**src/rtl/stage_sequencer_if.sv**
```systemverilog
// rtl/stage_sequencer_if.sv - pattern/key/display bundle for stage_sequencer
// retry_used exists only when STAGE_SEQUENCER_RETRY_EN is defined.
interface stage_sequencer_if #(
  parameter int STAGES = 5,
  parameter int DATA_W = 2
);
  logic                     start;
  logic [STAGES*DATA_W-1:0] pattern;
  logic                     key_valid;
  logic [DATA_W-1:0]        key_data;
  logic [DATA_W-1:0]        current_data;
  logic [3:0]               stage_idx;
  logic                     show;
  logic                     busy;
  logic                     pass;
  logic                     fail;
  logic [3:0]               score;
`ifdef STAGE_SEQUENCER_RETRY_EN
  logic                     retry_used;
`endif

  modport master (
    output start, pattern, key_valid, key_data,
    input  current_data, stage_idx, show, busy, pass, fail, score
`ifdef STAGE_SEQUENCER_RETRY_EN
    , input retry_used
`endif
  );

  modport slave (
    input  start, pattern, key_valid, key_data,
    output current_data, stage_idx, show, busy, pass, fail, score
`ifdef STAGE_SEQUENCER_RETRY_EN
    , output retry_used
`endif
  );
endinterface

```
**src/rtl/stage_sequencer.sv**
```systemverilog
// rtl/stage_sequencer.sv - single-clock show/wait/compare sequencer over a latched symbol pattern
// Optional STAGE_SEQUENCER_RETRY_EN grants one retry per round on mismatch or timeout.
module stage_sequencer #(
  parameter int STAGES      = 5,
  parameter int DATA_W      = 2,
  parameter int SHOW_CYCLES = 4,
  parameter int TIMEOUT     = 255,
  parameter int CNT_W       = 8
) (
  input  logic             clk,
  input  logic             reset,
  stage_sequencer_if.slave bus
);
  typedef enum logic [2:0] {IDLE, SHOW, WAIT, PASS, FAIL} state_t;

  localparam int               PAT_W     = 16 * DATA_W;
  localparam logic [CNT_W-1:0] SHOW_LAST = CNT_W'(SHOW_CYCLES - 1);
  localparam logic [CNT_W-1:0] TO_LIM    = CNT_W'(TIMEOUT);
  localparam logic [3:0]       LAST_IDX  = 4'(STAGES - 1);
  localparam logic [3:0]       SCORE_MAX = 4'(STAGES);

  state_t            state;
  logic [CNT_W-1:0]  cnt_q;
  logic [PAT_W-1:0]  pat_q;
  logic [PAT_W-1:0]  pat_in;
  logic [DATA_W-1:0] data_q;
  logic [3:0]        stage_q;
  logic [3:0]        score_q;
  logic              show_q;
  logic              busy_q;
  logic              pass_q;
  logic              fail_q;
  logic              retry_q;
  logic [DATA_W-1:0] expected;
  logic [DATA_W-1:0] next_entry;
  logic              hit;
  logic              miss;

  // Zero-extended to 16 entries so any 4-bit stage index stays inside the vector.
  assign pat_in = PAT_W'(bus.pattern);

  always_comb begin
    expected   = pat_q[int'(stage_q) * DATA_W +: DATA_W];
    next_entry = pat_q[(int'(stage_q) + 1) * DATA_W +: DATA_W];
    hit        = bus.key_valid && (bus.key_data == expected);
    miss       = bus.key_valid ? (bus.key_data != expected) : (cnt_q == TO_LIM);
  end

  always_ff @(posedge clk or negedge reset) begin
    if (!reset) begin
      state   <= IDLE;
      cnt_q   <= '0;
      pat_q   <= '0;
      data_q  <= '0;
      stage_q <= '0;
      score_q <= '0;
      show_q  <= 1'b0;
      busy_q  <= 1'b0;
      pass_q  <= 1'b0;
      fail_q  <= 1'b0;
      retry_q <= 1'b0;
    end else begin
      pass_q <= 1'b0;
      fail_q <= 1'b0;
      case (state)
        IDLE: begin
          if (bus.start) begin
            pat_q   <= pat_in;
            data_q  <= pat_in[DATA_W-1:0];
            stage_q <= '0;
            score_q <= '0;
            cnt_q   <= '0;
            show_q  <= 1'b1;
            busy_q  <= 1'b1;
            retry_q <= 1'b0;
            state   <= SHOW;
          end
        end
        SHOW: begin
          if (cnt_q == SHOW_LAST) begin
            cnt_q  <= '0;
            show_q <= 1'b0;
            state  <= WAIT;
          end else if (cnt_q != '1) begin
            cnt_q <= cnt_q + 1'b1;
          end
        end
        WAIT: begin
          if (hit) begin
            if (score_q != SCORE_MAX) score_q <= score_q + 4'd1;
            if (stage_q == LAST_IDX) begin
              pass_q <= 1'b1;
              state  <= PASS;
            end else begin
              stage_q <= stage_q + 4'd1;
              data_q  <= next_entry;
              cnt_q   <= '0;
              show_q  <= 1'b1;
              state   <= SHOW;
            end
          end else if (miss) begin
`ifdef STAGE_SEQUENCER_RETRY_EN
            if (!retry_q) begin
              // Replay the same stage once; current_data already holds its symbol.
              retry_q <= 1'b1;
              cnt_q   <= '0;
              show_q  <= 1'b1;
              state   <= SHOW;
            end else begin
              fail_q <= 1'b1;
              state  <= FAIL;
            end
`else
            fail_q <= 1'b1;
            state  <= FAIL;
`endif
          end else if (cnt_q != '1) begin
            cnt_q <= cnt_q + 1'b1;
          end
        end
        PASS, FAIL: begin
          busy_q <= 1'b0;
          state  <= IDLE;
        end
        default: state <= IDLE;
      endcase
    end
  end

  assign bus.current_data = data_q;
  assign bus.stage_idx    = stage_q;
  assign bus.show         = show_q;
  assign bus.busy         = busy_q;
  assign bus.pass         = pass_q;
  assign bus.fail         = fail_q;
  assign bus.score        = score_q;
`ifdef STAGE_SEQUENCER_RETRY_EN
  assign bus.retry_used   = retry_q;
`else
  logic unused_retry;
  assign unused_retry = retry_q;
`endif
endmodule

```
**src/flat_wrapper.sv**
```systemverilog
// flat-port wrapper written by rule: the top's interface ports become plain ports
module stage_sequencer_flat 
#(
  parameter int STAGES      = 5,
  parameter int DATA_W      = 2,
  parameter int SHOW_CYCLES = 4,
  parameter int TIMEOUT     = 255,
  parameter int CNT_W       = 8
)
  (clk, reset, bus_start, bus_pattern, bus_key_valid, bus_key_data, bus_current_data, bus_stage_idx, bus_show, bus_busy, bus_pass, bus_fail, bus_score);
  stage_sequencer_if #(.STAGES(STAGES), .DATA_W(DATA_W)) bus_i ();
  input  logic clk;
  input  logic reset;
  input wire logic [$bits(bus_i.start)-1:0] bus_start;
  input wire logic [$bits(bus_i.pattern)-1:0] bus_pattern;
  input wire logic [$bits(bus_i.key_valid)-1:0] bus_key_valid;
  input wire logic [$bits(bus_i.key_data)-1:0] bus_key_data;
  output wire logic [$bits(bus_i.current_data)-1:0] bus_current_data;
  output wire logic [$bits(bus_i.stage_idx)-1:0] bus_stage_idx;
  output wire logic [$bits(bus_i.show)-1:0] bus_show;
  output wire logic [$bits(bus_i.busy)-1:0] bus_busy;
  output wire logic [$bits(bus_i.pass)-1:0] bus_pass;
  output wire logic [$bits(bus_i.fail)-1:0] bus_fail;
  output wire logic [$bits(bus_i.score)-1:0] bus_score;
  assign bus_i.start = bus_start;
  assign bus_i.pattern = bus_pattern;
  assign bus_i.key_valid = bus_key_valid;
  assign bus_i.key_data = bus_key_data;
  assign bus_current_data = bus_i.current_data;
  assign bus_stage_idx = bus_i.stage_idx;
  assign bus_show = bus_i.show;
  assign bus_busy = bus_i.busy;
  assign bus_pass = bus_i.pass;
  assign bus_fail = bus_i.fail;
  assign bus_score = bus_i.score;
  stage_sequencer #(.STAGES(STAGES), .DATA_W(DATA_W), .SHOW_CYCLES(SHOW_CYCLES), .TIMEOUT(TIMEOUT), .CNT_W(CNT_W)) u_core (.clk(clk), .reset(reset), .bus(bus_i));
endmodule
```
**config.mk**
```make
export PLATFORM = sky130hd
export DESIGN_NAME = stage_sequencer_flat
export DESIGN_NICKNAME = d
export VERILOG_FILES = /design/src/rtl/stage_sequencer_if.sv /design/src/rtl/stage_sequencer.sv /design/src/flat_wrapper.sv
export SDC_FILE = /design/constraint.sdc
export NUM_CORES = 1
export LEC_CHECK = 0
export CORE_MARGIN = 10
export CORE_UTILIZATION = 27
export CTS_BUF_LIST = sky130_fd_sc_hd__clkbuf_16
export DETAILED_ROUTE_END_ITERATION = 16
export GPL_TIMING_DRIVEN = 0
export SLEW_MARGIN = 15
export SYNTH_ARGS = -nofsm -noshare
export SYNTH_HDL_FRONTEND = slang
export SYNTH_SLANG_ARGS = --single-unit
export TNS_END_PERCENT = 1
```
**constraint.sdc**
```tcl
create_clock -name clk -period 2.2 [get_ports clk]
set_input_delay 0.33 -clock clk [delete_from_list [all_inputs] [get_ports clk]]
set_output_delay 0.33 -clock clk [all_outputs]
set_load 0.005 [all_outputs]
```
==> impl_results.md <==
- # clock sinks: 35
- Largest net degree at the start of global routing: 20
- # port buffers: 29
- Post-DRT Antenna Nets: 0
- Critical path type: reg2reg
- Initial DRC count: 176
- CP Capture Type: register
- Placed cell areas: 2608 sq um
- H-tree Lvls: 2
- Share of cells above drive strength 1: 24.56%
- CP required: 2410 ps
- Element type at the critical path start: register
- RSZ-0062 raised after global routing: yes
- First-pass GRT wire length: 9.818 mm
- GRT Total Usage: 10.26%
- Register area share after synthesis: 41.10%
- Drt pass-1 iters: 4
- Num ports: 30
- Final global-route overflow total: 0
- Crit path DAT: 2680 ps
- Yosys warning total: 0
- Mapped Cells: 233
- Status: complete, but fails checks
- R2R setup slack: -270 ps
- ANT cells: 0
- Worst hold path type: in2async
- Die width: 108.8 microns
- Reg2Reg Depth: 10
- Hpwl dp: 4.181 mm
- Peak VDD IR: 0.4261 mV
- #FFs+latches synth: 35
- Sum of negative setup slack: -3088 ps
- Area grow syn2layout: 40.81%
- Avg Cell Area, Syn: 9.145 sq um
- Count leader, synth: nand2_1
- Max-Cap Viols: 0
- Slew margin rel.: 68.45%
- Core ar.: 7687 sq um
- Initial Utilization: 27.72%
- Synth area leaders: dfrtp_1 41%, nand2_1 7.9%, mux2i_1 3.3%
- Vias per inst: 5.098
- Setup violators final: 20
- Clk slew on worst S/H paths: 60 ps
- Clock skew: 4.574 ps
- DIE HEIGHT: 108.8 microns
- Synth top area share: 41.10%
- Post-synth EDFFs: 0
- Post-synth ARST share: 100.0%
- Static Leak: 1.241 nW
- Fin Hold WS: -3.893 ps
- Top FF cell, synth: dfrtp_1
- DIE AREA: 11850 sq um
- Yosys cell types: 58
- Actual slew at the worst max-slew pin: 468.9 ps
- Tcrit/Tclk final: 112.2%
- Final #Nets: 305
- CTS max path bufs: 2
- Clock Latency Late Sink: 280 ps
- Crit path time final: 2467 ps
- TritonCTS clock tree: yes
- Final WS setup: -267.5 ps
- Most frequent cells after synthesis: 45 x nand2_1, 35 x dfrtp_1, 17 x nor2_1
- Hold_buf cts: 0
- Vias in the first global route: 2065
- Row Count: 32
- Pwr/cell area: 1216 nW/um^2
- Cts bufs inserted: 5
- Syn Nets: 254
- Hold Violations, Final: 3
- Cell type with the largest total area after synthesis: dfrtp_1
- Wirelength per Cell: 15.17 microns
- Post-route cell area: 3000 sq um
- Crit path max fanout: 6
- Clk root buf: clkbuf_16
- Violated checks: hold timing, setup timing
- Vias: 1973
- Synth Cell Area: 2131 sq um
- DR DRC count: 0
- WL final: 5.871 mm
- Final Max Slew Viols: 0
- Initial antenna violation count: 0
- Max Freq: 0.4053 GHz
- RePlAce Congestion: 0.8567
[through the flow]
step                util, %  instances  worst slack [ps]  power [W]  hold WS, ps
floorplan                 -        233            -121.8   0.002044        34.41
global placement      33.63        364            -434.8   0.002470        465.9
detailed placement    33.92        365            -461.5   0.002506        301.5
CTS                   38.30        387            -271.5   0.003610        3.588
global route          39.03        387            -385.9   0.003907        17.19
finish                39.03        387            -267.5   0.003650       -3.893
[power breakdown]
group	internal [W]	leakage (nW)	switching, W	total, W
Sequential	0.000840	0.453	0.000173	0.00101
Clock	0.000649	0.0900	0.000278	0.000927
Combinational	0.000795	0.698	0.000915	0.00171
Total	0.00228	1.24	0.00137	0.00365
[worst max-delay path: stages, from the launching register on]
cell and delay, ps:
dfrtp_2 410, buf_4 160, mux2i_1 160, nor2_1 70, or4_4 530, a21boi_4 220, buf_6 170, nand3_4 120
buf_6 160, mux2_2 270, o21ai_2 120
[logic make-up after synthesis]
family          after synthesis  share of synthesized area (%)
mux                          11                          6.459
compound gates               53                          18.91
flops                        35                          41.10
buf+inv                      24                          5.695
xor+xnor                      1                         0.4111
simple gates                104                          24.49
fa+ha+maj                     5                          2.936
[layout make-up]
cell class / instances / area, sq um
clock inverter: 3 / 67.56
timing repair buffer: 47 / 445.4
clock buffer: 5 / 125.1
tap: 102 / 127.6
sequential: 35 / 880.8
multi-input combinational: 174 / 1260
buffer: 7 / 41.29
fill: 785 / 4687
inverter: 14 / 52.55
[placed cells by master, fill, tap and decap left out, types with 5 or more instances in the layout]
cell type and n:
dfrtp_1 31, a21oi_1 5, clkbuf_16 5, clkdlybuf4s50_1 28, nor3_1 8, ha_1 5, o21ai_0 8, nor2_1 15
buf_4 14, nand3_1 6, nand2_1 44, mux2i_1 6, inv_1 13
[per-layer routing]
metal | up-vias | track usage [%] | wire length, microns
met5 | - | 0 | 0
met3 | 14 | 2.360 | 229
met2 | 50 | 16.94 | 2821
met4 | 0 | 5.461 | 170
met1 | 963 | 12.14 | 2650
li1 | 946 | - | -
[final timing paths]
kind,from,end
hold / removal,reset,u_core.cnt_q[5]
min in group clk,u_core.pat_q[1],u_core.pat_q[1]
hold reg to reg,u_core.pat_q[1],u_core.pat_q[1]
max in group asynchronous,reset,u_core.state[1]
setup / recovery,u_core.bus.stage_idx[0],u_core.bus.stage_idx[1]
setup reg to reg,u_core.bus.stage_idx[0],u_core.bus.stage_idx[1]
[state kept, by name, summed over array words and instances (netlist names)]
name	count
u_core.pat_q	10
u_core.cnt_q	8
u_core.bus.score	4
u_core.bus.stage_idx	4
u_core.state	3
u_core.bus.current_data	2
u_core.bus.busy	1
u_core.bus.fail	1
u_core.bus.pass	1
u_core.bus.show	1
[timing repair]
action / in CTS / in global routing
gates cloned: 1 / 0
pin swaps: 9 / 8
resized for setup: 12 / 15
buffers inserted: 13 / 3
endpoints found under the setup margin: 21 / 23
Power figures use the tool's default switching activity.
==> variant 1, RTL diff (config.mk and constraints unchanged) <==
Re-encode `state_t` (5 states) as one-hot, 5 bits wide.
--- a/src/rtl/stage_sequencer.sv
+++ b/src/rtl/stage_sequencer.sv
@@ -11,7 +11,7 @@
   input  logic             reset,
   stage_sequencer_if.slave bus
 );
-  typedef enum logic [2:0] {IDLE, SHOW, WAIT, PASS, FAIL} state_t;
+  typedef enum logic [4:0] {IDLE = 5'b00001, SHOW = 5'b00010, WAIT = 5'b00100, PASS = 5'b01000, FAIL = 5'b10000} state_t;
 
   localparam int               PAT_W     = 16 * DATA_W;
   localparam logic [CNT_W-1:0] SHOW_LAST = CNT_W'(SHOW_CYCLES - 1);
Behaviour: same outputs for any inputs over 10 cycles, from zero or initial values and one cycle with reset low; not proved beyond that.
==> variant 1 against the original RTL <==
- the run ends with negative setup slack left
- routed wire length is 7.7% lower
- design area is 0.83% lower
- hold slack better by 480 ps
- total power is 10% lower
- critical path depth is 1 lower
- clock skew is 2.2 ps lower
- synthesized area is 2.2% higher
- critical endpoint is now u_core.cnt_q[0]
- highest routed layer unchanged
- core utilization is 0.72 points lower
- non-clock buffer count is 5 lower
- setup slack worse by 48 ps
- sequential cell count is 2 higher
==> variant 1: results <==
{
  "tightest_slew_ps": 593,
  "synthTopCellsByCount": "38 x nand2_1, 36 x dfrtp_1, 19 x nor2_1",
  "status": "finished, violations left",
  "crit_path_top_delay_cell": "or4b_1",
  "vias": 1824,
  "dp_worst_setup_slack_ps": -515,
  "place.gp.congestion": 0.798,
  "drive_gt1_share_pct": 19.0,
  "p_comb_mw": 1.57,
  "syn_nets": 246,
  "place_inst": 357,
  "synth_compound_area_share_pct": 18.9,
  "finalSetupViolations": 20,
  "final_nets": 293,
  "slowest_delay_ps": 490,
  "synth_mux_area_share_pct": 4.37,
  "grt_max_degree": 24,
  "power_mw": 3.27,
  "p_leak_nw": 1.24,
  "drtIter0Drc": 55,
  "arrival_ps": 2660,
  "top_regs": "u_core.pat_q: 10 flops, u_core.cnt_q: 8 flops, u_core.state: 5 flops",
  "reg2reg_depth": 9,
  "dp_hpwl_mm": 3.91,
  "violations": "negative setup slack",
  "hold_class": "flip-flop to flip-flop",
  "critPathTopFamily": "compound AO/OA/AOI/OAI gates",
  "fin_cells": 375,
  "finalWorstSetupSlack_ps": -315,
  "drt-total-wl_mm": 5.42,
  "switching_share_pct": 38.5,
  "synth_fa_ha_area_share_pct": 2.87,
  "synth_cell_type_count": 61,
  "synthTopCellsByArea": "dfrtp_1 41%, nand2_1 6.6%, nor2_1 3.3%",
  "syn_avg_cell_area_um2": 9.68
}
variant 1: cell families after synthesis:
kind of cell / count (synthesis)
AOI/OAI and AO/OA: 51
xor gates and xnor gates: 5
adders and majority gates: 5
buffers and inverters: 18
DFF: 37
muxes: 5
and+or+nand+nor: 104
variant 1: repair_timing:
item | 4_1_cts | 5_1_grt
endpoints found under the hold margin | 14 | 0
cloned | 0 | 0
hold buffers | 1 | 0
resized for setup | 15 | 9
setup endpoints to repair | 28 | 31
buffers inserted | 8 | 1
pin swaps | 11 | 8
variant 1: layout make-up:
cell class | instances | area [um^2]
Buffer | 9 | 72.6
Clock buffer | 5 | 125
Clock inverter | 3 | 11.3
Fill cell | 788 | 4790
Inverter | 9 | 33.8
Multi-Input combinational cell | 170 | 1270
Sequential cell | 37 | 927
Tap cell | 102 | 128
Timing Repair Buffer | 40 | 407
variant 1: stage by stage:
stage / area [um^2] / TNS [ps] / util (%)
after global placement: 2590 / -11420 / 33.4
final: 2980 / -4760 / 38.3
after floorplan: 2180 / -1870 / -
after detailed placement: 2620 / -7400 / 33.7
after global routing: 2980 / -7110 / 38.3
after CTS: 2920 / -4460 / 37.6
variant 1: metal layers:
| layer | routed length [um] | share of wire [%] | vias up | global-route usage, % |
|---|---|---|---|---|
| met4 | 98 | 1.8 | 0 | 3.16 |
| met2 | 2760 | 51 | 32 | 16.3 |
| met1 | 2340 | 43 | 886 | 10.1 |
| li1 | - | - | 897 | - |
| met5 | 0 | 0 | - | 0 |
| met3 | 210 | 3.9 | 9 | 2.87 |
variant 1: tightest hold or removal path: stages (launching register included):
cell     delay, ps
dfrtp_1        340
nand2_1         50
nand2_1         50
==> variant 2, RTL diff (same settings) <==
Without the edit above. `CNT_W` is set to 8 in 2 places; all go to 10.
--- a/src/rtl/stage_sequencer.sv
+++ b/src/rtl/stage_sequencer.sv
@@ -5,7 +5,7 @@
   parameter int DATA_W      = 2,
   parameter int SHOW_CYCLES = 4,
   parameter int TIMEOUT     = 255,
-  parameter int CNT_W       = 8
+  parameter int CNT_W       = 10
 ) (
   input  logic             clk,
   input  logic             reset,
--- a/src/flat_wrapper.sv
+++ b/src/flat_wrapper.sv
@@ -5,7 +5,7 @@
   parameter int DATA_W      = 2,
   parameter int SHOW_CYCLES = 4,
   parameter int TIMEOUT     = 255,
-  parameter int CNT_W       = 8
+  parameter int CNT_W       = 10
 )
   (clk, reset, bus_start, bus_pattern, bus_key_valid, bus_key_data, bus_current_data, bus_stage_idx, bus_show, bus_busy, bus_pass, bus_fail, bus_score);
   stage_sequencer_if #(.STAGES(STAGES), .DATA_W(DATA_W)) bus_i ();
Function: no difference found for any inputs over 10 cycles, from zero or initial values and one cycle with reset low; that may be too few to reach the edited logic, so the function may still have changed.
==> variant 2 against the original RTL <==
- the flow still finishes with violations (negative hold slack, negative setup slack)
- combinational power down 19%
- setup slack lost 50 ps
- routed wire length decreased by 8.5%
- via count is 7.3% lower
- total power is 12% lower
- sequential cell count rose by 2
- global-route usage is 0.78 points lower
- design area shrank 5.3%
- synthesized cell count decreased by 1.7%
- clock skew up 1.8 ps
- synthesized area decreased by 1.6%
- largest cell class unchanged
- largest power group unchanged
- highest routed layer unchanged
==> variant 2: results <==
{
  "status": "finished, violations left",
  "violations": "negative hold slack, negative setup slack",
  "place_inst": 361,
  "dp_hpwl_mm": 3.99,
  "top_regs": "u_core.cnt_q: 10 flops, u_core.pat_q: 10 flops",
  "vdd_drop_max_v": 0.000489,
  "critPathMaxFanout": 7,
  "hold_violations": 12,
  "pwr-share-seq_pct": 31.5,
  "synth-xor-area-share_pct": 0.836,
  "synth_fa_ha_area_share_pct": 2.99,
  "grt_pass1_wl_mm": 8.95,
  "synthTopCellsByCount": "42 x nand2_1, 37 x dfrtp_1, 14 x nand3_1, 14 x nor2_1",
  "post_cts_buffers": 8,
  "final_nets": 296,
  "grt.total_usage_pct": 9.48,
  "grt_max_degree": 21,
  "critPathTopFamily": "compound AO/OA/AOI/OAI gates",
  "synth_compound_area_share_pct": 18.6,
  "yosysSeqAreaShare_pct": 44.2,
  "synth_cell_type_count": 53,
  "synthTopCellsByArea": "dfrtp_1 44%, nand2_1 7.5%, nand3_1 3.3%",
  "syn_nets": 250,
  "finalSetupViolations": 14,
  "hold-worst-slack_ps": -9.76,
  "crit_path_top_delay_cell": "mux4_2",
  "finalWorstSetupSlack_ps": -318
}
[variant 2: layout make-up]
type                            instances  area, um^2
Timing Repair Buffer                   39         380
Clock buffer                            5         125
Buffer                                 11        67.6
Inverter                                7        26.3
Fill cell                             757        4800
Tap cell                              102         128
Multi-Input combinational cell        174        1150
Clock inverter                          3        41.3
Sequential cell                        37         927
[variant 2: worst max-delay path by stage]
stage	slack, ps	to	start
floorplan	-210	u_core.cnt_q[3]	u_core.bus.stage_idx[0]
global placement	-610	u_core.cnt_q[8]	u_core.state[0]
detailed placement	-640	u_core.cnt_q[8]	u_core.state[1]
CTS	-300	u_core.cnt_q[2]	u_core.state[1]
global route	-420	u_core.cnt_q[3]	u_core.bus.stage_idx[0]
finish	-320	u_core.cnt_q[2]	u_core.bus.stage_idx[0]
[variant 2: per-layer routing]
layer	GRT usage (%)	routed length, um	up-vias
met5	0	0	-
met4	3.82	108	0
met3	2.68	215	8
met2	15.5	2560	32
met1	11.5	2480	863
li1	-	-	926
